===== src/rtl/jtag_host_shifter.sv =====
// jtag_host_shifter: host-side JTAG initiator for IR/DR scans and TAP resets.
// One tick is two tck cycles (L then H); TDO is captured as jtag_tck rises.
module jtag_host_shifter #(
  parameter int MAX_LEN = 32,
  parameter int LEN_W   = 6
) (
  input  logic               tck,
  input  logic               reset,
  input  logic               cmd_valid,
  output logic               cmd_ready,
  input  logic [1:0]         cmd_op,
  input  logic [LEN_W-1:0]   cmd_len,
  input  logic [MAX_LEN-1:0] cmd_data,
  output logic               rsp_valid,
  output logic               rsp_err,
  output logic [MAX_LEN-1:0] rsp_data,
  output logic               busy,
  output logic               jtag_tck,
  output logic               jtag_tms,
  output logic               jtag_tdi,
  input  logic               jtag_tdo
);

  typedef enum logic [2:0] {
    S_INIT_RST,
    S_IDLE,
    S_HDR,
    S_SHIFT,
    S_TAIL,
    S_REJ,
    S_RST_SEQ,
    S_RESP
  } state_t;

  state_t             state_q, state_d;
  logic               ph_q, ph_d;
  logic [LEN_W-1:0]   cnt_q, cnt_d;
  logic [LEN_W-1:0]   len_q, len_d;
  logic               ir_q, ir_d;
  logic [MAX_LEN-1:0] data_q, data_d;
  logic [MAX_LEN-1:0] rsp_data_q, rsp_data_d;
  logic               rsp_valid_q, rsp_valid_d;
  logic               rsp_err_q, rsp_err_d;
  logic               tck_q, tck_d;
  logic               tms_q, tms_d;
  logic               tdi_q, tdi_d;

  logic [LEN_W-1:0]   cnt_nx;
  logic [LEN_W-1:0]   last_bit;
  logic [MAX_LEN-1:0] data_sh;
  logic               bad_cmd;
  logic               hdr_done;

  assign cnt_nx   = cnt_q + LEN_W'(1);
  assign last_bit = len_q - LEN_W'(1);
  assign data_sh  = data_q >> cnt_nx;
  assign hdr_done = ir_q ? (cnt_q == LEN_W'(3)) : (cnt_q == LEN_W'(2));
  assign bad_cmd  = (cmd_op == 2'b11) ||
                    ((cmd_op != 2'b00) &&
                     ((cmd_len == '0) || (cmd_len > LEN_W'(MAX_LEN))));

  // State and output registers; reset parks the TAP lines at TMS=1, TCK=0.
  always_ff @(posedge tck or posedge reset) begin
    if (reset) begin
      state_q     <= S_INIT_RST;
      ph_q        <= 1'b0;
      cnt_q       <= '0;
      len_q       <= '0;
      ir_q        <= 1'b0;
      data_q      <= '0;
      rsp_data_q  <= '0;
      rsp_valid_q <= 1'b0;
      rsp_err_q   <= 1'b0;
      tck_q       <= 1'b0;
      tms_q       <= 1'b1;
      tdi_q       <= 1'b0;
    end else begin
      state_q     <= state_d;
      ph_q        <= ph_d;
      cnt_q       <= cnt_d;
      len_q       <= len_d;
      ir_q        <= ir_d;
      data_q      <= data_d;
      rsp_data_q  <= rsp_data_d;
      rsp_valid_q <= rsp_valid_d;
      rsp_err_q   <= rsp_err_d;
      tck_q       <= tck_d;
      tms_q       <= tms_d;
      tdi_q       <= tdi_d;
    end
  end

  // Command accept, tick phase sequencing, TMS/TDI generation, TDO capture.
  always_comb begin
    state_d     = state_q;
    ph_d        = ph_q;
    cnt_d       = cnt_q;
    len_d       = len_q;
    ir_d        = ir_q;
    data_d      = data_q;
    rsp_data_d  = rsp_data_q;
    rsp_valid_d = 1'b0;
    rsp_err_d   = 1'b0;
    tck_d       = tck_q;
    tms_d       = tms_q;
    tdi_d       = tdi_q;
    unique case (state_q)
      S_IDLE: begin
        if (cmd_valid) begin
          ph_d   = 1'b0;
          cnt_d  = '0;
          tck_d  = 1'b0;
          len_d  = cmd_len;
          data_d = cmd_data;
          ir_d   = (cmd_op == 2'b01);
          if (bad_cmd) begin
            state_d    = S_REJ;
            rsp_data_d = '0;
          end else if (cmd_op == 2'b00) begin
            state_d = S_RST_SEQ;
            tms_d   = 1'b1;
          end else begin
            state_d    = S_HDR;
            tms_d      = 1'b1;
            rsp_data_d = '0;
          end
        end
      end
      S_REJ: begin
        state_d     = S_RESP;
        rsp_valid_d = 1'b1;
        rsp_err_d   = 1'b1;
      end
      S_RESP: state_d = S_IDLE;
      default: begin
        if (!ph_q) begin
          ph_d  = 1'b1;
          tck_d = 1'b1;
          if (state_q == S_SHIFT)
            rsp_data_d = rsp_data_q | (MAX_LEN'(jtag_tdo) << cnt_q);
        end else begin
          ph_d  = 1'b0;
          tck_d = 1'b0;
          cnt_d = cnt_nx;
          unique case (state_q)
            S_INIT_RST, S_RST_SEQ: begin
              tms_d = (cnt_nx != LEN_W'(5));
              if (cnt_q == LEN_W'(5)) begin
                cnt_d       = '0;
                tms_d       = 1'b0;
                rsp_valid_d = (state_q == S_RST_SEQ);
                state_d     = (state_q == S_RST_SEQ) ? S_RESP : S_IDLE;
              end
            end
            S_HDR: begin
              if (hdr_done) begin
                state_d = S_SHIFT;
                cnt_d   = '0;
                tms_d   = (len_q == LEN_W'(1));
                tdi_d   = data_q[0];
              end else begin
                tms_d = ir_q && (cnt_q == '0);
              end
            end
            S_SHIFT: begin
              if (cnt_q == last_bit) begin
                state_d = S_TAIL;
                cnt_d   = '0;
                tms_d   = 1'b1;
                tdi_d   = 1'b0;
              end else begin
                tdi_d = data_sh[0];
                tms_d = (cnt_nx == last_bit);
              end
            end
            S_TAIL: begin
              tms_d = 1'b0;
              if (cnt_q != '0) begin
                state_d     = S_RESP;
                cnt_d       = '0;
                rsp_valid_d = 1'b1;
              end
            end
            default: state_d = S_INIT_RST;
          endcase
        end
      end
    endcase
  end

  assign cmd_ready = (state_q == S_IDLE);
  assign busy      = (state_q != S_IDLE);
  assign rsp_valid = rsp_valid_q;
  assign rsp_err   = rsp_err_q;
  assign rsp_data  = rsp_data_q;
  assign jtag_tck  = tck_q;
  assign jtag_tms  = tms_q;
  assign jtag_tdi  = tdi_q;

endmodule


===== config.mk =====
export PLATFORM = sky130hd
export DESIGN_NAME = jtag_host_shifter
export DESIGN_NICKNAME = d
export VERILOG_FILES = /design/src/rtl/jtag_host_shifter.sv
export SDC_FILE = /design/constraint.sdc
export NUM_CORES = 1
export LEC_CHECK = 0
export ABC_AREA = 1
export CAP_MARGIN = 10
export CORE_ASPECT_RATIO = 2
export CORE_MARGIN = 10
export CORE_UTILIZATION = 57
export CTS_CLUSTER_DIAMETER = 200
export DETAILED_ROUTE_END_ITERATION = 16
export HOLD_SLACK_MARGIN = 0.12
export PLACE_DENSITY = 0.86
export SYNTH_ARGS = -nofsm -noshare
export SYNTH_HDL_FRONTEND = slang
export SYNTH_SLANG_ARGS = --single-unit

===== constraint.sdc =====
create_clock -name tck -period 7.24 [get_ports tck]
set_input_delay 1.448 -clock tck [delete_from_list [all_inputs] [get_ports tck]]
set_output_delay 1.448 -clock tck [all_outputs]
set_load 0.01 [all_outputs]

### After elaboration in Yosys (flattened, before gate mapping)

Cells that the tools add are included.

* $add $sub $neg: 2
* $lt $le $gt $ge: 1
* equality and inequality tests: 26
* shift-type cells: 2
* muxes and demuxes: 46
* bitwise logic cells: 3
* reductions and logical operators: 26

Operators by type and width (count)
* two-way mux 32 bit: 5
* case mux 32 bit (2 select lines): 1
* two-way mux 6 bit: 6
* bitwise OR 32 bit: 1
* << shifter 1 x 6 -> 32 bit: 1
* >> shifter 32 x 6 -> 1 bit: 1
* two-way mux 3 bit: 9
* case mux 6 bit (4 select lines): 1
* two-way mux 1 bit: 15
* equality test 3 bit, second input constant: 4
* equality test 6 x 2 -> 1 bit, second input constant: 2
* equality test 6 bit: 2
* logical NOT 6 bit: 2
* case mux 3 bit (4 select lines): 1
* case mux 6 bit (2 select lines): 1
* inequality test 5 bit, second input constant: 2
* case mux 1 bit (2 select lines): 5
* AND reduction 5 bit: 2
* case mux 3 bit (3 select lines): 1
* inequality test 2 bit, second input constant: 4
* nonzero test 2 bit: 4
* adder 6 x 1 -> 6 bit, second input constant: 1
* equality test 3 x 2 -> 1 bit, second input constant: 2
* equality test 6 x 1 -> 1 bit, second input constant: 1
* 26 further kinds: 32

* bits in registers: 85
* bits of input ports: 44
* logic and storage cells: 117

### Logic depth before layout (Yosys ltp)

Gate-level depths: netlist (run 1).

* word-level depth: 7
* depth in mapped cells: 15
* gate-level depth less buffers: 15

### Worst setup path before layout (run 1)

Ideal clock, no wire load.

* path type: input -> register
* start: in cmd_op[1]
* end: reg rsp_data_q[20], in the netlist rsp_data[20]
* setup time: 0.118 ns
* data arrival time: 2.390 ns
* data required time: 7.122 ns
* path slack: 4.732 ns
* stages: 9
* buffers on the path: 1
* cells stage by stage: nor2_1 > a21oi_1 > nand2_1 > inv_1 > nand2_2 > inv_2 > clkbuf_8 > a21oi_1 > nor2_1

* cells in the longest elaborated chain, start to end: 6
* elaborated cells on any way between the ends: 10
* those cells by class: eq/ne (2); mux (3); reduce/logical (5)

Ends and longest elaborated chain
* start, declared: RTL line 11 `input logic [1:0] cmd_op,`
* nonzero test 2 bit: RTL line 59 `((cmd_op != 2'b00) &&`
* logical AND 1 bit: RTL line 59
* logical OR 1 bit: RTL line 58 `assign bad_cmd = (cmd_op == 2'b11) ||`
* two-way mux 32 bit: RTL line 116 `if (bad_cmd) begin`
* two-way mux 32 bit: RTL line 109 `if (cmd_valid) begin`
* case mux 32 bit (2 select lines): RTL line 107 `unique case (state_q)`
* end signal, assigned: RTL line 84 `rsp_data_q <= rsp_data_d;`
* end, declared: RTL line 41 `logic [MAX_LEN-1:0] rsp_data_q, rsp_data_d;`

Several ways; a longest one is shown, not always the timed one. The select of a mux whose other input is x is not followed.
A chain may end at the register's enable or synchronous reset.

### Worst setup path in the final report (run 1)

* start: reg state_q[0]
* end: out busy

* cells in the longest elaborated chain, start to end: 1

Ends and longest elaborated chain
* start, declared: RTL line 35 `state_t state_q, state_d;`
* start signal, assigned: RTL line 78 `state_q <= state_d;`
* inequality test 3 x 1 -> 1 bit: RTL line 192 `assign busy = (state_q != S_IDLE);`
* end, declared: RTL line 17 `output logic busy,`

No other way between the ends.

==> reports/metrics.csv, run 1 <==
metric,value,unit
met2 GRT Util,38.2,%
status,"finished, final reports clean",
distinct cell type count after synthesis,32,
Crit path required time,5.79,ns
post-synth top area cell,dfrtp_1,
Mapped Avg Cell Area,7.51,um2
Clock Tree Root,clkbuf_16,
Worst VDD drop,0.256,mV
WP data arrival,1.83,ns
FMAX,305,MHz
post-route ant nets,0,
final setup vio count,0,
R2R setup slack,4.33,ns
Iteration-0 DRC Markers,289,
Post-synth EDFFs,0,
sequential element share of the synthesized area,47.1,%
top post-synthesis cells by area,"dfrtp_1 (47%), nand2_1 (15%), nor2_1 (7.4%)",
Yosys warnings,0,
Via density,5.44,
critical path peak fanout,6,
worst r2r path cells,13,
antenna violations before repair,0,
DP HPWL,9.23,mm
max-slew violation count,0,
Post-Synthesis Cell Area,0.00452,mm2
critical path capture point,busy,
largest net degree at the start of global routing,86,
Worst Hold Class,flop to flop,
Via Count,4207,
clk_lat worst skew,0.35,ns
"FFs w/ async S/R, synth",100,%
Final Hold Vio Count,0,
Synth-to-Final Area Change,24.6,%
GRT overflow,0,
crit path capture type,output pin,
site row count,45,
"Design Area, Final",0.00563,mm2
CTS Sinks,85,
pre-CTS setup slack,3.78,ns
Post-CTS Setup Bufs,0,
Leakage,2.77,nW
"Cell Area, Placed",0.00532,mm2
vias in the first global route,4495,
RR Startpoint,cnt_q[0],
antenna cells,0,
IO Pins,83,
gr busiest metal,met2,
worst-margin pin slew,1.05,ns
Pwr per Cell Area,410,mW/mm2
Post-synth top cells,"nand2_1 (186), nor2_1 (89), dfrtp_1 (84)",
most frequent cell after synthesis,nand2_1,
Final TNS setup,0,ns
Reg-to-Reg End,jtag_tdi,
Clock Path Buffers,2,
syn_nets,651,
number of max-cap violations,0,
Global Route met3 Usage,5.66,%
CP Class,flop to output pin,
Worst Setup SP,state_q[0],
Final WS setup,3.96,ns
Hold Worst Slack,0.466,ns
CTS tree,done,
routed wire length,12.2,mm
"non-filler cells, final",773,
GP Congestion,0.933,
dominant synthesized flop cell,dfrtp_1,
CTS H-tree lvls,3,
CP Launch Type,flop,
DR WL/cell,15.8,um
skew final,0.0118,ns
Layout Nets,723,
GR Util met1,18.0,%
"Period Utilization, post-route",45.3,%
DRC Markers,0,
DRT Pass-1 Iters,4,
proportion of layout cells with a drive suffix above 1,5.89,%
"Hold-fix buffers, CTS",0,
RSZ-0062 raised after global routing,false,
max_slew headroom,29.8,%
Starting Density,59.0,%
die area,0.0121,mm2
Die Height,146,um
Die X-Extent,83.0,um
Cells after DPL,757,
clk slew on worst S/H paths,0.06,ns
first-pass GRT wire length,20.7,mm
number of gates resized after cts,0,
CORE AREA,0.00766,mm2
Yosys reg bits,85,
share of the synthesized area in the top cell type,46.5,%
post-layout minimum cycle time,3.28,ns
gr usage total,20.4,%
PortBufs,82,
Synth Instances,602,
CTS Buf Count,9,
[cell usage in the layout (no fill, tap or decap)]
cell,netlist,routed
a31oi_1,5,5
nor2_1,89,89
buf_4,6,4
xor2_1,7,7
inv_6,0,4
a21oi_1,33,33
dfrtp_1,84,84
nor2_2,2,2
ha_1,5,5
inv_2,6,6
o31ai_1,1,1
o21ai_2,1,1
nand2_1,186,186
nor4_4,1,1
clkbuf_8,1,1
xnor2_1,1,1
or2_1,1,1
nor3_1,4,4
o211ai_1,6,6
clkinvlp_4,0,1
o22ai_1,1,1
o21ai_0,32,32
inv_1,49,48
nand3b_1,2,2
clkinv_2,0,1
nand4_1,5,5
nor3_2,3,3
nand2_2,1,1
nor2_4,4,4
dfstp_2,1,1
clkdlybuf4s50_1,0,82
clkbuf_16,0,9
nand3_1,47,47
bufinv_16,0,1
[area by class of cell]
cell class,instances,area [um2]
sequential,85,2130
clock buffer,10,239
tap,94,118
timing repair buffer,86,851
fill,636,2030
clock inverter,6,72.6
inverter,55,208
multi-input combinational,437,2010
[power by group]
group          internal [W]  switching [W]
Clock              0.000281       0.000196
Combinational      0.000391       0.000665
Sequential         0.000645       0.000131
[flip-flops by register name, summed over array words and instances, names as in the netlist]
register / flops
jtag_tdi: 1
rsp_data: 32
ir_q: 1
jtag_tms: 1
rsp_valid: 1
data_q: 32
len_q: 6
cnt_q: 6
state_q: 3
jtag_tck: 1
rsp_err: 1
[cell families (layout without fill, tap and decap cells)]
family          count (synthesis)  after routing  synth area share (%)
xor+xnor                        8              8                  1.55
simple gates                  345            345                  32.2
flops                          85             85                  47.1
compound gates                 79             79                  9.39
buf+inv                        80            157                  8.36
fa+ha+maj                       5              5                  1.38
[critical path: stages, from the launching register on]
cell	delay, ns
dfrtp_1	0.44
inv_2	0.17
nor2_4	0.05
inv_2	0.08
nor2_4	0.04
inv_2	0.15
clkdlybuf4s50_1	0.56
[stage by stage]
stage          utilization (%)  power (W)
6_report                  73.5    0.00231
5_1_grt                   73.5    0.00250
4_1_cts                   73.5    0.00231
3_5_place_dp              69.4    0.00183
3_3_place_gp              69.4    0.00179
2_1_floorplan                -    0.00149
[worst min path at each step]
| stage | startpoint | end | slack [ns] | cells after the start |
|---|---|---|---|---|
| 2_1_floorplan | data_q[10] | data_q[10] | 0.44 | 2 |
| 3_3_place_gp | data_q[12] | data_q[12] | 0.45 | 2 |
| 6_report | data_q[25] | data_q[25] | 0.47 | 2 |
| 3_5_place_dp | data_q[25] | data_q[25] | 0.46 | 2 |
| 4_1_cts | data_q[25] | data_q[25] | 0.47 | 2 |
| 5_1_grt | data_q[12] | data_q[12] | 0.50 | 2 |
[per-layer routing]
metal / share of wire, % / vias up
met5: 0 / -
met4: 4.9 / 0
met3: 5.7 / 48
met2: 56 / 157
met1: 33 / 1952
li1: - / 2050
No activity file was read; power rests on OpenSTA's default activity.
==> run 2: changes to the inputs <==
--- a/config.mk
+++ b/config.mk
@@ -9,11 +9,11 @@
 export CAP_MARGIN = 10
 export CORE_ASPECT_RATIO = 2
 export CORE_MARGIN = 10
-export CORE_UTILIZATION = 57
+export CORE_UTILIZATION = 48
 export CTS_CLUSTER_DIAMETER = 200
 export DETAILED_ROUTE_END_ITERATION = 16
 export HOLD_SLACK_MARGIN = 0.12
-export PLACE_DENSITY = 0.86
+export PLACE_DENSITY = 0.77
 export SYNTH_ARGS = -nofsm -noshare
 export SYNTH_HDL_FRONTEND = slang
 export SYNTH_SLANG_ARGS = --single-unit
==> constraint.sdc (replaced) <==
create_clock -name tck -period 2.7 [get_ports tck]
set_input_delay 0.54 -clock tck [delete_from_list [all_inputs] [get_ports tck]]
set_output_delay 0.54 -clock tck [all_outputs]
set_load 0.01 [all_outputs]
==> run 2 against run 1 <==
Critical endpoint unchanged. Via count increased by 0.40%. Clock skew decreased by 0.0064 ns. Sequential share of layout area decreased by 0.49 points. Register-to-register slack got worse by 3.9 ns. Non-clock buffer count increased by 6.
==> reports/metrics.csv, run 2 (synthesis results as in run 1) <==
metric,value,unit
"most common cell after layout, fill and taps aside",nand2_1,
CP Class,flop to output pin,
"Hold-fix buffers, CTS",0,
Leakage,2.81,nW
DR WL/cell,15.3,um
PortBufs,82,
CP Launch Type,flop,
CP Cell Sequence,inv_2 -> nor2_4 -> inv_2 -> nor2_4 -> inv_2 -> clkdlybuf4s50_1,
area occupied by multi-input gates,0.00201,mm2
"non-filler cells, final",788,
CORE AREA,0.00926,mm2
total power,0.00625,W
worst r2r path cells,12,
IO Pins,83,
Iteration-0 DRC Markers,214,
Pwr per Cell Area,1100,mW/mm2
max-slew violation count,0,
DRT Pass-1 Iters,5,
post-layout minimum cycle time,2.41,ns
gr busiest metal,met2,
Via density,5.36,
number of gates resized after cts,0,
Buffers & Inverters on Critical Path,4,
proportion of layout cells with a drive suffix above 1,6.58,%
gr usage total,18.4,%
Die Height,157,um
max incr delay on CP,0.57,ns
Clock Path Buffers,2,
Stages on worst setup path,6,
Post-CTS Setup Bufs,0,
number of max-cap violations,0,
Global Route met3 Usage,3.83,%
Crit path required time,2.16,ns
CTS tree,done,
RR Startpoint,len_q[0],
"Period Utilization, post-route",89.4,%
die area,0.0139,mm2
GP Congestion,0.973,
status,"finished, final reports clean",
routed wire length,12.0,mm
final setup vio count,0,
largest net degree at the start of global routing,86,
Via Count,4224,
WP data arrival,1.87,ns
clk slew on worst S/H paths,0.06,ns
CTS H-tree lvls,3,
RSZ-0062 raised after global routing,false,
post-route ant nets,0,
Hold Crit Depth,2,
Clock Tree Root,clkbuf_16,
Synth-to-Final Area Change,26.2,%
CTS Sinks,85,
Worst Hold Class,flop to flop,
GRT overflow,0,
Worst VDD drop,0.596,mV
DP HPWL,9.24,mm
antenna cells,0,
critical path capture point,busy,
Reg area,0.00213,mm2
Fill cells,830,
Die X-Extent,88.6,um
CTS Buf Count,9,
DRC Markers,0,
R2R setup slack,0.47,ns
Cells after DPL,773,
Final TNS setup,0,ns
Reg-to-Reg End,cnt_q[0],
family with the most delay on the worst path,buffers and inverters,
FMAX,414,MHz
vias in the first global route,4339,
crit path capture type,output pin,
GR Util met1,18.2,%
Crit path top cell by count,inv_2,
Starting Density,48.8,%
max_slew headroom,60.5,%
antenna violations before repair,0,
most frequent cells in the layout,"nand2_1 (186), nor2_1 (89), dfrtp_1 (84)",
met2 GRT Util,33.5,%
critical path peak fanout,6,
"Slowest-stage cell, CP",clkdlybuf4s50_1,
skew final,0.00540,ns
worst-margin pin slew,0.590,ns
Final Hold Vio Count,0,
first-pass GRT wire length,20.1,mm
clk_lat worst skew,0.34,ns
Layout Nets,729,
Worst Setup SP,state_q[0],
site row count,50,
==> run 2: cell count changes in the layout (fill, tap and decap cells not counted) <==
| cell | before | now |
|---|---|---|
| bufinv_16 | 1 | 2 |
| inv_6 | 4 | 1 |
| clkbuf_8 | 1 | 0 |
| buf_12 | 0 | 1 |
| clkinv_4 | 0 | 1 |
| buf_4 | 4 | 9 |
| clkinv_2 | 1 | 2 |
==> run 2: through the flow <==
stage	hold WS [ns]	util, %	setup WS (ns)	instance area (um2)
floorplan	0.437	-	0.697	4520
global placement	0.457	58.2	0.464	5390
detailed placement	0.456	58.2	0.456	5390
CTS	0.470	61.6	0.282	5700
global route	0.497	61.6	0.203	5700
finish	0.469	61.6	0.286	5700
==> run 2: worst min path at each step <==
stage | startpoint | endpoint | slack [ns]
after floorplan | data_q[10] | data_q[10] | 0.44
final | data_q[25] | data_q[25] | 0.47
after detailed placement | data_q[25] | data_q[25] | 0.46
after global routing | data_q[5] | data_q[5] | 0.50
after global placement | data_q[5] | data_q[5] | 0.46
after CTS | data_q[25] | data_q[25] | 0.47
==> run 2: worst min-delay path, cell delays in order (launching register included) <==
cell	delay (ns)
dfrtp_1	0.33
nand2_1	0.06
nand2_1	0.05
==> run 2: final cells by class <==
class / instances / area share (%)
timing repair buffer: 92 / 15.9
multi-input combinational: 437 / 35.3
inverter: 55 / 3.69
sequential: 85 / 37.3
tap: 104 / 2.28
clock inverter: 6 / 1.54
clock buffer: 9 / 3.95
==> run 2: power breakdown <==
group / internal (W) / total, W / switching (W)
clock network: 0.000806 / 0.00130 / 0.000497
logic: 0.00109 / 0.00287 / 0.00177
registers: 0.00173 / 0.00208 / 0.000352
total: 0.00363 / 0.00625 / 0.00262
==> run 2: layer usage <==
layer	wire length, um	vias to the layer above
met5	0	-
met4	508	0
met3	564	42
met2	6770	130
met1	4180	1980
li1	-	2072
==> run 3: changes to the inputs <==
--- a/config.mk
+++ b/config.mk
@@ -10,10 +10,11 @@
 export CORE_ASPECT_RATIO = 2
 export CORE_MARGIN = 10
 export CORE_UTILIZATION = 48
-export CTS_CLUSTER_DIAMETER = 200
+export CTS_CLUSTER_DIAMETER = 30
 export DETAILED_ROUTE_END_ITERATION = 16
 export HOLD_SLACK_MARGIN = 0.12
 export PLACE_DENSITY = 0.77
+export REMOVE_ABC_BUFFERS = 1
 export SYNTH_ARGS = -nofsm -noshare
 export SYNTH_HDL_FRONTEND = slang
 export SYNTH_SLANG_ARGS = --single-unit
==> run 3 against run 2 <==
Routed wire length increased by 2.6%. Fmax increased by 0.45%. Count of clock-buffer cells in the layout is the same. Critical path depth is the same. Largest cell class unchanged.
==> reports/metrics.csv, run 3 (synthesis results as in run 1) <==
metric,value,unit
site row count,50,
Synth-to-Final Area Change,25.1,%
DR WL/cell,15.7,um
status,"finished, final reports clean",
die area,0.0139,mm2
Pint,0.00344,W
sw power,0.00266,W
first-pass GRT wire length,20.1,mm
gr usage total,18.5,%
worst r2r path cells,12,
number of gates resized after cts,0,
Clock Path Buffers,2,
critical path capture point,busy,
Util after Layout,61.1,%
Combinational Power Share,45.7,%
"Hold-fix buffers, CTS",0,
antenna cells,0,
crit path capture type,output pin,
Die Height,157,um
final setup vio count,0,
GP Congestion,0.936,
Layout Nets,726,
Iteration-0 DRC Markers,310,
skew final,0.00954,ns
critical path peak fanout,6,
Cells after DPL,770,
Reg-to-Reg End,jtag_tdi,
clk_lat worst skew,0.35,ns
max_slew headroom,44.1,%
number of max-cap violations,0,
routed wire length,12.3,mm
clk slew on worst S/H paths,0.07,ns
CTS Buf Count,9,
Post-CTS Setup Bufs,0,
CTS H-tree lvls,3,
RSZ-0062 raised after global routing,false,
WP data arrival,1.86,ns
Die X-Extent,88.6,um
"most common cell after layout, fill and taps aside",nand2_1,
sw frac,43.6,%
Fill cells,840,
Pwr per Cell Area,1080,mW/mm2
Via density,5.38,
Starting Density,48.8,%
DRC Markers,0,
PortBufs,82,
Final Hold Vio Count,0,
vias in the first global route,4303,
proportion of layout cells with a drive suffix above 1,6.30,%
IO Pins,83,
Seq pwr share,34.1,%
Leakage,2.78,nW
"Period Utilization, post-route",89.0,%
DP HPWL,9.35,mm
GRT overflow,0,
antenna violations before repair,0,
CTS tree,done,
DRT Pass-1 Iters,5,
post-layout minimum cycle time,2.40,ns
Worst Setup SP,state_q[0],
Via Count,4227,
Crit path required time,2.16,ns
Worst VDD drop,0.566,mV
worst-margin pin slew,0.836,ns
CORE AREA,0.00926,mm2
RR Startpoint,cnt_q[0],
CP Launch Type,flop,
post-route ant nets,0,
largest net degree at the start of global routing,60,
max-slew violation count,0,
Worst Hold Class,flop to flop,
R2R setup slack,0.52,ns
"non-filler cells, final",786,
FMAX,416,MHz
Clock Tree Root,clkbuf_16,
CP Class,flop to output pin,
most frequent cells in the layout,"nand2_1 (186), nor2_1 (89), dfrtp_1 (84)",
clock share of power,20.1,%
CTS Sinks,85,
==> run 3: power groups by stage <==
stage / Sequential (W) / Combinational [W] / Clock [W]
global route: 0.00214 / 0.00317 / 0.00130
detailed placement: 0.00210 / 0.00277 / 0
CTS: 0.00208 / 0.00280 / 0.00123
floorplan: 0.00210 / 0.00178 / 0
global placement: 0.00208 / 0.00270 / 0
finish: 0.00208 / 0.00279 / 0.00123
==> run 3: final cells by class <==
cell class / instances / area (um2) / share of cell area (%)
Sequential cell: 85 / 2130 / 37.6
Multi-Input combinational cell: 437 / 2010 / 35.6
Timing Repair Buffer: 89 / 886 / 15.7
Clock buffer: 9 / 225 / 3.98
Inverter: 55 / 208 / 3.67
Tap cell: 104 / 130 / 2.30
Clock inverter: 7 / 65.1 / 1.15
==> run 3: how the worst min path moves through the flow <==
stage                  to  startpoint  slack, ns  cells past startpoint
2_1_floorplan  data_q[10]  data_q[10]       0.44                      2
3_3_place_gp   data_q[12]  data_q[12]       0.45                      2
3_5_place_dp   data_q[12]  data_q[12]       0.46                      2
4_1_cts        data_q[12]  data_q[12]       0.47                      2
5_1_grt        data_q[10]  data_q[10]       0.50                      2
6_report       data_q[16]  data_q[16]       0.47                      2
==> run 3: routing by layer <==
layer / vias to the layer above / routed length, um / GRT usage, %
met5: - / 0 / 0
met3: 42 / 617 / 4.30
met2: 150 / 6680 / 32.8
met4: 0 / 572 / 11.2
met1: 1978 / 4460 / 18.7
li1: 2057 / - / -
==> run 3: through the flow <==
step           hold slack [ns]  setup WS, ns  cell area (um2)  TNS, ns  power, W
2_1_floorplan            0.437       -0.0318             4350    -2.67   0.00387
3_3_place_gp             0.453         0.332             5360        0   0.00479
3_5_place_dp             0.456         0.289             5360        0   0.00487
4_1_cts                  0.472         0.299             5650        0   0.00611
5_1_grt                  0.501         0.229             5650        0   0.00661
6_report                 0.470         0.297             5650        0   0.00610
==> run 3: critical path, stage by stage, from the launching register on <==
cell and delay, ns:
dfrtp_1 0.42, inv_2 0.17, nor2_4 0.05, inv_2 0.08
nor2_4 0.04, inv_2 0.17, clkdlybuf4s50_1 0.57
